[src/rtl/taillight_pkg.sv]
// Shared types and defaults for the taillight front-end and sequencer.
// TAILLIGHT_HAZARD_EN: when defined, left+right together resolves to the ERROR mode.
package taillight_pkg;

  typedef enum logic [2:0] {
    MODE_IDLE  = 3'd0,
    MODE_LEFT  = 3'd1,
    MODE_RIGHT = 3'd2,
    MODE_BRAKE = 3'd3,
    MODE_ERROR = 3'd4
  } mode_e;

  // 4 Hz step and 10 ms debounce at a 50 MHz clock
  localparam int unsigned DIV_COUNT_DEF  = 12_500_000;
  localparam int unsigned DEB_CYCLES_DEF = 500_000;

  // Resolve debounced switches into one mode, highest priority first
  function automatic mode_e decode_mode(input logic l, input logic r, input logic brk);
    mode_e m;
    m = MODE_IDLE;
    if (l && r) begin
`ifdef TAILLIGHT_HAZARD_EN
      m = MODE_ERROR;
`else
      m = brk ? MODE_BRAKE : MODE_IDLE;
`endif
    end else if (brk) begin
      m = MODE_BRAKE;
    end else if (l) begin
      m = MODE_LEFT;
    end else if (r) begin
      m = MODE_RIGHT;
    end
    return m;
  endfunction

endpackage

[src/rtl/taillight_debounce.sv]
// Two-flop synchroniser plus counter debounce for one raw switch.
// dout changes only after DEB_CYCLES consecutive differing synced samples.
module taillight_debounce
  import taillight_pkg::*;
#(
  parameter int unsigned DEB_CYCLES = DEB_CYCLES_DEF
) (
  input  logic clk,
  input  logic rst_n,
  input  logic din,
  output logic dout
);

  localparam int unsigned CW = (DEB_CYCLES > 1) ? $clog2(DEB_CYCLES) : 1;

  logic          sync1_q, sync2_q;
  logic          stb_q, stb_d;
  logic [CW-1:0] cnt_q, cnt_d;

  always_ff @(posedge clk or negedge rst_n) begin
    if (!rst_n) begin
      sync1_q <= 1'b0;
      sync2_q <= 1'b0;
      stb_q   <= 1'b0;
      cnt_q   <= '0;
    end else begin
      sync1_q <= din;
      sync2_q <= sync1_q;
      stb_q   <= stb_d;
      cnt_q   <= cnt_d;
    end
  end

  // Any agreeing sample restarts the run; the last differing sample of a full run is accepted
  always_comb begin
    stb_d = stb_q;
    cnt_d = '0;
    if (sync2_q != stb_q) begin
      if (cnt_q == CW'(DEB_CYCLES - 1)) begin
        stb_d = sync2_q;
      end else begin
        cnt_d = cnt_q + CW'(1);
      end
    end
  end

  assign dout = stb_q;

endmodule

[src/rtl/taillight_input_ctrl.sv]
// Taillight front-end: debounced switches, step-tick divider and tick-paced mode FSM.
// TAILLIGHT_HAZARD_EN: when defined, the ERROR state and ERR output are built.
module taillight_input_ctrl
  import taillight_pkg::*;
#(
  parameter int unsigned DIV_COUNT  = DIV_COUNT_DEF,
  parameter int unsigned DEB_CYCLES = DEB_CYCLES_DEF
) (
  input  logic clk,
  input  logic rst_n,
  input  logic sw_l,
  input  logic sw_r,
  input  logic sw_brk,
  output logic L,
  output logic R,
  output logic BRK,
  output logic ERR,
  output logic tick
);

  localparam int unsigned DW = $clog2(DIV_COUNT);

  logic          l_stb, r_stb, brk_stb;
  logic [DW-1:0] div_cnt_q, div_cnt_d;
  logic          tick_q, tick_d;
  mode_e         state_q, state_d;
  logic          l_q, r_q, brk_q, err_q;
  logic          l_d, r_d, brk_d, err_d;

  taillight_debounce #(.DEB_CYCLES(DEB_CYCLES)) u_deb_l (
    .clk  (clk),
    .rst_n(rst_n),
    .din  (sw_l),
    .dout (l_stb)
  );

  taillight_debounce #(.DEB_CYCLES(DEB_CYCLES)) u_deb_r (
    .clk  (clk),
    .rst_n(rst_n),
    .din  (sw_r),
    .dout (r_stb)
  );

  taillight_debounce #(.DEB_CYCLES(DEB_CYCLES)) u_deb_brk (
    .clk  (clk),
    .rst_n(rst_n),
    .din  (sw_brk),
    .dout (brk_stb)
  );

  // Free-running step divider; tick is high the cycle after the count holds its last value
  always_comb begin
    tick_d    = (div_cnt_q == DW'(DIV_COUNT - 1));
    div_cnt_d = tick_d ? '0 : div_cnt_q + DW'(1);
  end

  always_ff @(posedge clk or negedge rst_n) begin
    if (!rst_n) begin
      div_cnt_q <= '0;
      tick_q    <= 1'b0;
    end else begin
      div_cnt_q <= div_cnt_d;
      tick_q    <= tick_d;
    end
  end

  // Mode state register
  always_ff @(posedge clk or negedge rst_n) begin
    if (!rst_n) begin
      state_q <= MODE_IDLE;
    end else begin
      state_q <= state_d;
    end
  end

  // Next mode is taken only on tick edges so downstream sees changes on step boundaries
  always_comb begin
    state_d = state_q;
    if (tick_q) begin
      state_d = decode_mode(l_stb, r_stb, brk_stb);
    end
  end

  // One-hot output decode from the current mode
  always_comb begin
    l_d   = 1'b0;
    r_d   = 1'b0;
    brk_d = 1'b0;
    err_d = 1'b0;
    unique case (state_q)
      MODE_LEFT:  l_d   = 1'b1;
      MODE_RIGHT: r_d   = 1'b1;
      MODE_BRAKE: brk_d = 1'b1;
`ifdef TAILLIGHT_HAZARD_EN
      MODE_ERROR: err_d = 1'b1;
`endif
      default: ;
    endcase
  end

  always_ff @(posedge clk or negedge rst_n) begin
    if (!rst_n) begin
      l_q   <= 1'b0;
      r_q   <= 1'b0;
      brk_q <= 1'b0;
      err_q <= 1'b0;
    end else begin
      l_q   <= l_d;
      r_q   <= r_d;
      brk_q <= brk_d;
      err_q <= err_d;
    end
  end

  assign L    = l_q;
  assign R    = r_q;
  assign BRK  = brk_q;
  assign ERR  = err_q;
  assign tick = tick_q;

endmodule

[config.mk]
export PLATFORM = sky130hd
export DESIGN_NAME = taillight_input_ctrl
export DESIGN_NICKNAME = d
export VERILOG_FILES = /design/src/rtl/taillight_pkg.sv /design/src/rtl/taillight_debounce.sv /design/src/rtl/taillight_input_ctrl.sv
export SDC_FILE = /design/constraint.sdc
export NUM_CORES = 1
export LEC_CHECK = 0
export CORE_MARGIN = 3
export CORE_UTILIZATION = 60
export CTS_BUF_LIST = sky130_fd_sc_hd__clkbuf_4 sky130_fd_sc_hd__clkbuf_8
export DETAILED_ROUTE_END_ITERATION = 16
export PLACE_DENSITY = 0.78
export SLEW_MARGIN = 5
export SYNTH_ARGS = -nofsm -noshare
export SYNTH_HDL_FRONTEND = slang
export SYNTH_SLANG_ARGS = --single-unit
[constraint.sdc]
create_clock -name clk -period 6.55 [get_ports clk]
set_input_delay 1.31 -clock clk [delete_from_list [all_inputs] [get_ports clk]]
set_output_delay 1.31 -clock clk [all_outputs]
set_load 0.1 [all_outputs]
==> impl_results.md <==
- Worst path arrival time: 1.92 ns
- Initial detailed-routing violation count: 123
- Hold Path Class: reg2reg
- Post-synth EDFFs: 0
- Sequential fraction of the synthesis area: 53.1%
- Largest net degree at the start of global routing: 70
- Max Cap Viol: 0
- Unique masters post-synth: 42
- Crit-path cells: clkdlybuf4s50_1
- TNS Setup: 0 ns
- Core ar.: approximately 7300 µm²
- Worst EP required: 5.24 ns
- Ys Warns: 0
- Tot Pwr: 984 µW
- CTS H-tree lvls: 3
- Yosys reg bits: 96
- Number of hold buffers added after cts: 0
- FILL cells: 623
- Register area: roughly 2400 µm²
- # clock sinks: 96
- Met1 Usage GRT: around 29%
- R2R setup slack: approximately 4.1 ns
- Crit share post-route: 49.3%
- Final wirelength: 8040 µm
- Vias per cell: 5.83
- ANT nets after route: 0
- Share of the synthesized area in the top cell type: 53.1%
- Remaining Overflow, GRT: 0
- Resize count post-CTS: 0
- Via count: 3252
- Top Usage Layer GRT: met2
- Crit path largest cell delay: between 1 and 1.5 ns
- Met3 Usage GRT: 5.12%
- Final setup fails: 0
- Slew headroom: between 10% and 20%
- Post-synthesis net count: around 450
- Initial Utilization: 62.1%
- Leak pwr: 0.00199 µW
- DPL Wire Length: 5620 µm
- Commonest non-fill, non-tap cell in the layout: dfrtp_1
- Global-route wire length before repair: 14400 µm
- CP max FO: 5
- RSZ-0062 raised after global routing: no
- Root buffer cell: clkbuf_8
- Place WS: 3.70 ns
- Final setup margin: 3.32 ns
- Fin crit period: 3.23 ns
- Commonest cells after routing, fill and taps aside: dfrtp_1 (96), nor2_1 (61), xnor2_1 (29)
- Worst VDD drop: about 0.13 mV
- CTS Buffer Depth: 2
- Multi-input logic area: ~2000 µm²
- Critical path's slowest cell: clkdlybuf4s50_1
- Endpoint type of the worst setup path: primary output
- Clock transition at path regs: ~0.090 ns
- CTS tree: yes
- Post-route DRC: 0
- I/O Pins: 10
- Layout Skew: 0.00610 ns
- Max Transition Viols Final: 0
- N_diodes: 0
- Cells after synthesis: 445
- Status: complete, no violations
- Per-cell routed wire length: 14.4 µm
- Worst Max-Slew Pin Slew: 1.22 ns
- DRT Pass-1 Iters: 4
- Port bufs: 8
- Die Footprint: around 8600 µm²
- Top cells by area, synth: dfrtp_1 (53%), xnor2_1 (5.6%), xor2_1 (5.2%), nor2_1 (5.1%), nand4_1 (3.9%)
- Max Fclk: a little over 300 MHz
- Cell family with most CP delay: buffers and inverters
- Avg Cell Area, Syn: ~10 µm²
- Share of cells above drive strength 1: 6.32%
- CP bufs+invs: 1
- Net count, final: around 460
- Vias in the first global route: about 3200
- PwrDens: 202 nW/µm²
- Post-synth ARST share: 100%
- Final non-filler cell total: 558
- Clk Latency, worst-skew pair: about 0.35 ns
- Post-CTS setup buffers: 0
- Placer Congestion: roughly 0.80
- GRT Total Usage: 20.8%
- Setup CP Type: reg2out
- Chip height: 92.9 µm
- Crit start category: flip-flop
- # rows: 31
- Die X: 92.9 µm
- P&R area growth vs syn: 7.41%
- Total CTS buffers: 9
- Final hold violations: 0
- Dpl cells: 543
- Post-Syn Area: between 4000 and 5000 µm²
- Main flop type after synthesis: dfrtp_1
- Initial antenna violation count: 0
- Yosys top cell by area: dfrtp_1
- Met2 Use GR: approximately a third
## path summary, 6_finish.rpt
kind | end | start | depth (start not counted)
max in group asynchronous | u_deb_r.cnt_q[16] | rst_n | 2
worst max-delay path | tick | tick | 1
worst max register to register | div_cnt_q[11] | div_cnt_q[0] | 5
worst min-delay path | u_deb_r.sync2_q | u_deb_r.sync1_q | 0
worst min register to register | u_deb_r.sync2_q | u_deb_r.sync1_q | 0
min in group asynchronous | u_deb_brk.cnt_q[7] | rst_n | 1
## synth_stat cells, types with 2 or more instances
master and instances:
dfrtp_1 96, nor2_1 61, xnor2_1 29, nand4_1 28, xor2_1 27, nand3_1 25, nand2_1 22, a21oi_1 20
nor4_1 16, inv_1 14, or3_1 13, o21ai_0 12, and4_1 7, clkbuf_1 7, and2_1 6, nor3_1 6
and3_1 5, nor4b_1 5, or4_1 5, ha_1 4, nor2b_1 4, or2_2 4, mux2_2 3, mux2i_1 3
o31ai_1 3, o21ai_1 2, o41ai_1 2, or4b_2 2
## cells by family (layout without fill, tap and decap cells)
group           Yosys count  in the layout  synth area share (%)
fa+ha+maj                 4              4                  1.11
compound gates           43             43                  5.56
xor+xnor                 56             56                  10.8
buf+inv                  24             38                  2.27
flops                    96             96                  53.1
simple gates            215            215                  25.7
mux                       6              6                  1.41
other cells               1              1                0.0828
## per-stage QoR
stage / util [%] / hold slack (ns) / area [µm²]
after floorplan: - / 0.331 / 4530
after global placement: 64.3 / 0.338 / 4690
after detailed placement: 64.3 / 0.336 / 4690
after CTS: 66.7 / 0.362 / 4860
after global routing: 66.7 / 0.386 / 4860
final: 66.7 / 0.356 / 4860
## layer usage
metal | up-vias | wire length, µm
met2 | 51 | 3790
met3 | 8 | 355
met1 | 1596 | 3820
met4 | 0 | 78
met5 | - | 0
li1 | 1597 | -
## flip-flops by register name (all words and copies together), names as in the netlist, 2 cells and up
signal and flops:
div_cnt_q 24, state_q 2, u_deb_brk.cnt_q 19, u_deb_l.cnt_q 19, u_deb_r.cnt_q 19
## power by group
part,switching [µW],internal (µW)
Combinational,23.4,7.54
Clock,188,160
Sequential,5.81,598
## cell type report
| type | instances | area share [%] |
|---|---|---|
| flip-flops and latches | 96 | 49.4 |
| multi-input cells | 325 | 41.6 |
| clock buffers | 12 | 3.27 |
| well taps | 99 | 2.55 |
| repair buffers | 9 | 1.75 |
| inverters | 14 | 1.08 |
| clock inverters | 3 | 0.360 |
Note: power is estimated with default switching activity, not from simulation.
